[src/rtl/alu_cmd_sequencer_pkg.sv]
// Shared widths, ALU opcodes, flag bit positions and sequencer FSM states.
// Latency: n/a (definitions only).
// Backpressure: n/a (definitions only).
package alu_defs;

  localparam int DW   = 4;
  localparam int NREG = 4;
  localparam int RW   = $clog2(NREG);
  localparam int OPW  = 3;

  localparam logic [OPW-1:0] OP_AND = 3'b000;
  localparam logic [OPW-1:0] OP_OR  = 3'b001;
  localparam logic [OPW-1:0] OP_XOR = 3'b010;
  localparam logic [OPW-1:0] OP_SHR = 3'b011;
  localparam logic [OPW-1:0] OP_SHL = 3'b100;
  localparam logic [OPW-1:0] OP_SUB = 3'b101;
  localparam logic [OPW-1:0] OP_ADD = 3'b110;
  localparam logic [OPW-1:0] OP_SLT = 3'b111;

  // Bit positions inside the {N,Z,C,V} flag nibble.
  localparam int FLAG_N = 3;
  localparam int FLAG_Z = 2;
  localparam int FLAG_C = 1;
  localparam int FLAG_V = 0;

  typedef enum logic [1:0] {
    ST_IDLE = 2'd0,
    ST_EXEC = 2'd1,
    ST_RESP = 2'd2
  } state_t;

endpackage

[src/rtl/alu_cmd_sequencer_if.sv]
// Command and response handshake bundle between a command source and the sequencer.
// Latency: n/a (wires only).
// Backpressure: valid/ready on both the command and the response channel.
interface alu_cmd_sequencer_if;
  import alu_defs::*;

  logic           cmd_valid;
  logic           cmd_ready;
  logic [OPW-1:0] cmd_op;
  logic           cmd_load;
  logic           cmd_imm_en;
  logic [DW-1:0]  cmd_imm;
  logic [RW-1:0]  cmd_rd;
  logic [RW-1:0]  cmd_ra;
  logic [RW-1:0]  cmd_rb;

  logic           rsp_valid;
  logic           rsp_ready;
  logic [DW-1:0]  rsp_y;
  logic [3:0]     rsp_nzcv;

  modport master (
    output cmd_valid, cmd_op, cmd_load, cmd_imm_en, cmd_imm, cmd_rd, cmd_ra, cmd_rb,
    output rsp_ready,
    input  cmd_ready, rsp_valid, rsp_y, rsp_nzcv
  );

  modport slave (
    input  cmd_valid, cmd_op, cmd_load, cmd_imm_en, cmd_imm, cmd_rd, cmd_ra, cmd_rb,
    input  rsp_ready,
    output cmd_ready, rsp_valid, rsp_y, rsp_nzcv
  );

endinterface

[src/rtl/alu_regfile.sv]
// NREG x DW register file: two asynchronous read ports, one synchronous write port.
// Latency: reads are combinational; a write is visible after the writing edge.
// Backpressure: none, a write is taken on every cycle wr_en is high.
module alu_regfile #(
  parameter int DW   = 4,
  parameter int NREG = 4,
  localparam int RW  = $clog2(NREG)
) (
  input  logic          clk,
  input  logic          rst_n,
  input  logic [RW-1:0] ra_addr,
  output logic [DW-1:0] ra_dat,
  input  logic [RW-1:0] rb_addr,
  output logic [DW-1:0] rb_dat,
  input  logic          wr_en,
  input  logic [RW-1:0] wr_addr,
  input  logic [DW-1:0] wr_dat
);

  logic [DW-1:0] mem [NREG];

  assign ra_dat = mem[ra_addr];
  assign rb_dat = mem[rb_addr];

  // Storage: cleared by reset, one entry written per enabled edge.
  always_ff @(posedge clk or negedge rst_n) begin
    if (!rst_n) begin
      for (int i = 0; i < NREG; i++) mem[i] <= '0;
    end else if (wr_en) begin
      mem[wr_addr] <= wr_dat;
    end
  end

endmodule

[src/rtl/alu_cmd_sequencer.sv]
// Sequences register-file commands through an external combinational ALU and writes back.
// Latency: accept edge k -> rsp_valid from edge k+1; best throughput one command per 3 clocks.
// Backpressure: cmd_ready only in IDLE; the response is held stable until rsp_ready.
module alu_cmd_sequencer
  import alu_defs::*;
(
  input  logic               clk,
  input  logic               rst_n,
  alu_cmd_sequencer_if.slave bus,
  output logic [DW-1:0]      alu_a,
  output logic [DW-1:0]      alu_b,
  output logic [OPW-1:0]     alu_op,
  input  logic [DW-1:0]      alu_y,
  input  logic [3:0]         alu_nzcv,
  output logic               busy
);

  state_t        state_q, state_d;
  logic          ready_q;
  logic          accept;
  logic          load_q;
  logic [DW-1:0] imm_q;
  logic [RW-1:0] rd_q;
  logic [DW-1:0] rf_a, rf_b;
  logic          wr_en;
  logic [DW-1:0] wr_dat;
  logic [DW-1:0] rsp_y_q;
  logic [3:0]    flags_q;

  // Ready is registered so it is low throughout reset and rises on the first edge after it.
  assign accept        = bus.cmd_valid && ready_q;
  assign bus.cmd_ready = ready_q;
  assign bus.rsp_valid = (state_q == ST_RESP);
  assign bus.rsp_y     = rsp_y_q;
  assign bus.rsp_nzcv  = flags_q;
  assign busy          = (state_q != ST_IDLE);

  // Write-back lands at the closing edge of EXEC; loads bypass the ALU.
  assign wr_en  = (state_q == ST_EXEC);
  assign wr_dat = load_q ? imm_q : alu_y;

  alu_regfile #(.DW(DW), .NREG(NREG)) u_regfile (
    .clk     (clk),
    .rst_n   (rst_n),
    .ra_addr (bus.cmd_ra),
    .ra_dat  (rf_a),
    .rb_addr (bus.cmd_rb),
    .rb_dat  (rf_b),
    .wr_en   (wr_en),
    .wr_addr (rd_q),
    .wr_dat  (wr_dat)
  );

  // FSM state register plus the registered IDLE indication used as cmd_ready.
  always_ff @(posedge clk or negedge rst_n) begin
    if (!rst_n) begin
      state_q <= ST_IDLE;
      ready_q <= 1'b0;
    end else begin
      state_q <= state_d;
      ready_q <= (state_d == ST_IDLE);
    end
  end

  // Next-state: EXEC is always a single cycle since the ALU is combinational.
  always_comb begin
    state_d = state_q;
    case (state_q)
      ST_IDLE: if (accept) state_d = ST_EXEC;
      ST_EXEC: state_d = ST_RESP;
      ST_RESP: if (bus.rsp_ready) state_d = ST_IDLE;
      default: state_d = ST_IDLE;
    endcase
  end

  // Latch the command at acceptance; operands are read here so a write-back from the
  // previous command is already visible, and a load leaves the ALU inputs untouched.
  always_ff @(posedge clk or negedge rst_n) begin
    if (!rst_n) begin
      load_q <= 1'b0;
      imm_q  <= '0;
      rd_q   <= '0;
      alu_a  <= '0;
      alu_b  <= '0;
      alu_op <= '0;
    end else if (accept) begin
      load_q <= bus.cmd_load;
      imm_q  <= bus.cmd_imm;
      rd_q   <= bus.cmd_rd;
      if (!bus.cmd_load) begin
        alu_a  <= rf_a;
        alu_b  <= bus.cmd_imm_en ? bus.cmd_imm : rf_b;
        alu_op <= bus.cmd_op;
      end
    end
  end

  // Capture the result and flags at the end of EXEC; loads keep the previous flags.
  always_ff @(posedge clk or negedge rst_n) begin
    if (!rst_n) begin
      rsp_y_q <= '0;
      flags_q <= '0;
    end else if (state_q == ST_EXEC) begin
      rsp_y_q <= wr_dat;
      if (!load_q) flags_q <= alu_nzcv;
    end
  end

endmodule

[src/flat_wrapper.sv]
// flat-port wrapper written by rule: the top's interface ports become plain ports
module alu_cmd_sequencer_flat import alu_defs::*;
  (clk, rst_n, alu_a, alu_b, alu_op, alu_y, alu_nzcv, busy, bus_cmd_valid, bus_cmd_op, bus_cmd_load, bus_cmd_imm_en, bus_cmd_imm, bus_cmd_rd, bus_cmd_ra, bus_cmd_rb, bus_rsp_ready, bus_cmd_ready, bus_rsp_valid, bus_rsp_y, bus_rsp_nzcv);
  alu_cmd_sequencer_if bus_i ();
  input  logic clk;
  input  logic rst_n;
  output logic [DW-1:0] alu_a;
  output logic [DW-1:0] alu_b;
  output logic [OPW-1:0] alu_op;
  input  logic [DW-1:0] alu_y;
  input  logic [3:0] alu_nzcv;
  output logic busy;
  input wire logic [$bits(bus_i.cmd_valid)-1:0] bus_cmd_valid;
  input wire logic [$bits(bus_i.cmd_op)-1:0] bus_cmd_op;
  input wire logic [$bits(bus_i.cmd_load)-1:0] bus_cmd_load;
  input wire logic [$bits(bus_i.cmd_imm_en)-1:0] bus_cmd_imm_en;
  input wire logic [$bits(bus_i.cmd_imm)-1:0] bus_cmd_imm;
  input wire logic [$bits(bus_i.cmd_rd)-1:0] bus_cmd_rd;
  input wire logic [$bits(bus_i.cmd_ra)-1:0] bus_cmd_ra;
  input wire logic [$bits(bus_i.cmd_rb)-1:0] bus_cmd_rb;
  input wire logic [$bits(bus_i.rsp_ready)-1:0] bus_rsp_ready;
  output wire logic [$bits(bus_i.cmd_ready)-1:0] bus_cmd_ready;
  output wire logic [$bits(bus_i.rsp_valid)-1:0] bus_rsp_valid;
  output wire logic [$bits(bus_i.rsp_y)-1:0] bus_rsp_y;
  output wire logic [$bits(bus_i.rsp_nzcv)-1:0] bus_rsp_nzcv;
  assign bus_i.cmd_valid = bus_cmd_valid;
  assign bus_i.cmd_op = bus_cmd_op;
  assign bus_i.cmd_load = bus_cmd_load;
  assign bus_i.cmd_imm_en = bus_cmd_imm_en;
  assign bus_i.cmd_imm = bus_cmd_imm;
  assign bus_i.cmd_rd = bus_cmd_rd;
  assign bus_i.cmd_ra = bus_cmd_ra;
  assign bus_i.cmd_rb = bus_cmd_rb;
  assign bus_i.rsp_ready = bus_rsp_ready;
  assign bus_cmd_ready = bus_i.cmd_ready;
  assign bus_rsp_valid = bus_i.rsp_valid;
  assign bus_rsp_y = bus_i.rsp_y;
  assign bus_rsp_nzcv = bus_i.rsp_nzcv;
  alu_cmd_sequencer u_core (.clk(clk), .rst_n(rst_n), .bus(bus_i), .alu_a(alu_a), .alu_b(alu_b), .alu_op(alu_op), .alu_y(alu_y), .alu_nzcv(alu_nzcv), .busy(busy));
endmodule
[config.mk]
export PLATFORM = sky130hd
export DESIGN_NAME = alu_cmd_sequencer_flat
export DESIGN_NICKNAME = d
export VERILOG_FILES = /design/src/rtl/alu_cmd_sequencer_pkg.sv /design/src/rtl/alu_cmd_sequencer_if.sv /design/src/rtl/alu_regfile.sv /design/src/rtl/alu_cmd_sequencer.sv /design/src/flat_wrapper.sv
export SDC_FILE = /design/constraint.sdc
export NUM_CORES = 1
export LEC_CHECK = 0
export BUFFER_PORTS_ARGS = -buffer_cell sky130_fd_sc_hd__buf_2
export CORE_MARGIN = 1
export CORE_UTILIZATION = 52
export CTS_CLUSTER_DIAMETER = 200
export DETAILED_ROUTE_END_ITERATION = 10
export PLACE_DENSITY_LB_ADDON = 0.15
export SYNTH_ARGS = -nofsm -noshare
export SYNTH_HDL_FRONTEND = slang
export SYNTH_SLANG_ARGS = --single-unit
[constraint.sdc]
create_clock -name clk -period 1.97 [get_ports clk]
set_clock_uncertainty 0.05 [all_clocks]
set_input_delay 0.394 -clock clk [delete_from_list [all_inputs] [get_ports clk]]
set_output_delay 0.394 -clock clk [all_outputs]
set_load 0.005 [all_outputs]
Yosys cells after proc, flatten, opt, wreduce, memory -nomap -nowiden

Cells that the tools add are included.

Bits in registers: 45
Bits of input ports: 27
Output and inout port bits: 22
Logic and storage cells: 46

$lt $le $gt $ge: 4
Equality and inequality tests: 2
Muxes and demuxes: 14
Bitwise logic cells: 5
Reductions and logical operators: 7

Operators with widths:

| kind                                                       | number |
|---|---|
| 2-to-1 mux 4 bit                                           | 7 |
| binary-select mux 4 bit (select 2 bit)                     | 2 |
| bitwise mux 16 bit                                         | 1 |
| >= comparator 3 bit, second input constant                 | 3 |
| inverter 2 -> 3 bit                                        | 3 |
| demux 4 bit (select 2 bit)                                 | 1 |
| one-hot mux 2 bit (3 select lines)                         | 1 |
| logical NOT 2 bit                                          | 2 |
| 2-to-1 mux 2 bit                                           | 2 |
| AND reduction 2 bit                                        | 2 |
| less-than comparator 3 x 1 -> 1 bit, second input constant | 1 |
| == test 2 x 1 -> 1 bit, second input constant              | 1 |
| == test 2 bit, second input constant                       | 1 |
| logical AND 1 bit                                          | 2 |
| inverter 1 bit                                             | 2 |
| nonzero test 2 bit                                         | 1 |

Depth between registers and ports, before layout

Depth after elaboration: 6
Depth in mapped cells: 5
Mapped depth without buffers: 3

Hierarchy

From an unflattened synthesis, not the netlist that was laid out.

Cell total of the unflattened synthesis: 119
Area total of the unflattened synthesis: 2,003.2 um^2

By module, submodules not included:

| module            | instances | cells each | area an instance (um^2) | sequential area each (um^2) |
|---|---|---|---|---|
| alu_cmd_sequencer | 1         | 75         | 1,196.1                 | 725.7 |
| alu_regfile       | 1         | 44         | 807.0                   | 400.4 |

Least setup slack after synthesis

Ideal clock, no wire load.

Path kind: reg2reg
From: reg u_core.state_q[1]
To: reg u_core.flags_q[0], in the netlist u_core.bus.rsp_nzcv[0]
Library setup time: 0.125 ns
Data arrival time: 1.197 ns
Data required time: 1.795 ns
Slack: 0.598 ns
Cell stages (with the launch flop): 5
Buffers on the path: 1
Clock period less this slack: 1.372 ns
Path through: dfrtp_1 nand2b_1 buf_2 nor2_2 mux2_2

Longest elaborated chain between the ends: 2

Ends and longest elaborated chain:

| what                          | RTL line                 | text |
|---|---|---|
| start, declared               | alu_cmd_sequencer.sv:18  | `state_t state_q, state_d;` |
| start signal, assigned        | alu_cmd_sequencer.sv:60  | `state_q <= state_d;` |
| == test 2 x 1 -> 1 bit        | alu_cmd_sequencer.sv:103 | `end else if (state_q == ST_EXEC) begin` |
| AND reduction 2 bit (no line) | --                       |  |
| end signal, assigned          | alu_cmd_sequencer.sv:105 | `if (!load_q) flags_q <= alu_nzcv;` |
| end, declared                 | alu_cmd_sequencer.sv:28  | `logic [3:0] flags_q;` |

Every way passes these cells.
A chain may end at the register's enable or synchronous reset.

Final worst setup path

From: reg u_core.state_q[1]
To: out busy

Longest elaborated chain between the ends: 1

Ends and longest elaborated chain:

| what               | RTL line                | text |
|---|---|---|
| nonzero test 2 bit | alu_cmd_sequencer.sv:36 | `assign busy = (state_q != ST_IDLE);` |
| end, declared      | flat_wrapper.sv:12      | `output logic busy;` |

Every way passes these cells.

==> out/metrics.yaml <==
clk_pin_slew_worst_paths_ns: 0.08
setup_viol: 0
synth.distinct_cells: 20
critPathRequiredTime_ns: 1.53
clk_path_buf_depth: 2
ir_drop_mv: 0.725
r2r_cells: 3
layout.nets: 228
synth_nets: 176
rsz0062_at_grt: "false"
die-area_mm2: 0.00402
gp_congestion: 0.771
rows: 21
multi_input_area_um2: 779
r2r_slack_ns: 0.40
syn_to_final_growth_pct: 19.3
dp.cells: 240
die_y_um: 63.4
synth_most_common_cell: "dfrtp_1"
path_max_fanout: 7
syn_inst: 149
pin_count: 49
track_usage: 0.232
synth_area_leaders: "dfrtp_1, mux2_2, mux4_1"
ff_latch_area_mm2: 0.00113
final_cells: 248
ant_nets: 0
core_mm2: 0.00347
ys_async_sr_fraction: 1.00
cts_resized: 0
yosys_warnings: 0
dp_hpwl_um: 3060
fin_crit_ns: 1.64
cts_sinks: 45
grt_overflow: 0
synth_top_area_cell: "dfrtp_1"
synthFlopType: "dfrtp_1"
synth.top_cell.area_share: 0.574
max_clock_freq_ghz: 0.612
fin_setup_tns_ns: 0
worstSetupEndpointType: "output port"
p_leak_nw: 1.08
cts_tree: "built"
crit_end: "busy"
grt_pass1_vias: 1404
syn_area_mm2: 0.00196
fillerInstances: 273
slew_violations: 0
antenna_cells: 0
ys_seq_elements: 45
post_cts_buffers: 0
p_per_area_mw_per_mm2: 1480
hold_path.class: "in -> async"
cts_made_buffers: 5
wl_per_cell_um: 16.5
drc: 0
ctsRootBufferMaster: "clkbuf_8"
h-tree-depth: 2
drtIter0Drc: 51
post_drt_via_cell_ratio: 5.54
firstDrtPassIters: 4
grt_pass1_wl_um: 6880
synth_edf_count: 0
vias: 1374
period_share: 0.830
seq_area_frac_synth: 0.574
path_class: "reg -> out"
io_buffers: 48
grt_max_degree: 46
hold_buffers: 0
avgSynthCellArea_um2: 13.2
cap_violations: 0
worstPathArrival_ns: 1.19
initial_utilization: 0.565
tightest_slew_ns: 0.710
reg2reg_to: "u_core.bus.rsp_nzcv[1]"
die_w_um: 63.4
routed_wl_um: 4100
rr_startpoint: "u_core.state_q[1]"
antenna_found_initial: 0
synth_common_cells: "dfrtp_1, nor2_1, a21oi_1, mux2_2"
hold_viol: 0
cp-start-kind: "flip-flop"
startpoint: "u_core.state_q[1]"
status: "completed"
slew_headroom: 0.525
drive_above_1_share: 0.416
clkLatencyLatePin_ns: 0.29
-- worst max-delay path, stage by stage, from the launching register on --
cell and delay (ns):
dfrtp_1 0.45, or2_2 0.32, buf_2 0.13
-- per-layer routing --
metal  global-route usage  wire length, um
met2                0.383             2130
met4               0.0795               50
met5                    0                0
met1                0.304             1710
met3               0.0489              215
-- cells by family (layout without fill, tap and decap cells) --
logic type / Yosys count / count (layout) / share of synthesized area
compound gates: 26 / 26 / 0.0664
buf+inv: 8 / 61 / 0.0281
flops: 45 / 45 / 0.574
mux: 33 / 33 / 0.238
simple gates: 37 / 37 / 0.0932
-- cells in the final DEF (no fill, tap or decap), drive strengths merged --
cell type and count:
nand2 9, clkinv 1, inv 1, nand4b 1, nor4bb 2, and3b 1
dfrtp 45, mux4 8, mux2 17, buf 52, clkbuf 7, nand2b 2
mux2i 8, o21ai 9, nor2 20, nor4b 1, or2 1, a21oi 17
-- area by class of cell --
type	count	area share
Tap cell	46	0.0246
Clock inverter	1	0.00214
Multi-Input combinational cell	96	0.333
Clock buffer	7	0.0412
Sequential cell	45	0.482
Inverter	1	0.00161
Timing Repair Buffer	52	0.116
-- flip-flops by register name (all words and copies together) (netlist names) --
| name | flops |
|---|---|
| u_core.alu_a | 4 |
| u_core.alu_b | 4 |
| u_core.alu_op | 3 |
| u_core.bus.cmd_ready | 1 |
| u_core.bus.rsp_nzcv | 4 |
| u_core.bus.rsp_y | 4 |
| u_core.imm_q | 4 |
| u_core.load_q | 1 |
| u_core.rd_q | 2 |
| u_core.state_q | 2 |
| u_core.u_regfile.mem | 16 |
-- worst min path at each step --
stage	cells past startpoint	slack (ns)	end
after global routing	2	0.18	u_core.u_regfile.mem[1]
after floorplan	0	0.05	u_core.alu_a[0]
after global placement	2	0.41	u_core.bus.rsp_y[3]
after detailed placement	2	0.42	u_core.bus.rsp_y[3]
final	2	0.12	u_core.u_regfile.mem[2]
after CTS	2	0.14	u_core.u_regfile.mem[2]
-- metrics by stage --
| step | cell area [um2] | hold slack [ns] | power (mW) | util | setup WS, ns |
|---|---|---|---|---|---|
| floorplan | 1960 | 0.0484 | 2.38 | - | 0.598 |
| detailed placement | 2240 | 0.420 | 2.87 | 0.645 | 0.379 |
| CTS | 2340 | 0.136 | 3.49 | 0.674 | 0.330 |
| global route | 2340 | 0.183 | 3.72 | 0.674 | 0.248 |
| global placement | 2240 | 0.412 | 2.77 | 0.645 | 0.424 |
| finish | 2340 | 0.122 | 3.47 | 0.674 | 0.335 |
-- power breakdown --
part	leakage, nW	switching (mW)	internal [mW]
Combinational	0.515	0.537	0.636
Clock	0.0542	0.287	0.317
Sequential	0.509	0.332	1.36
Total	1.08	1.16	2.31
Note: power is estimated with default switching activity, not from simulation.
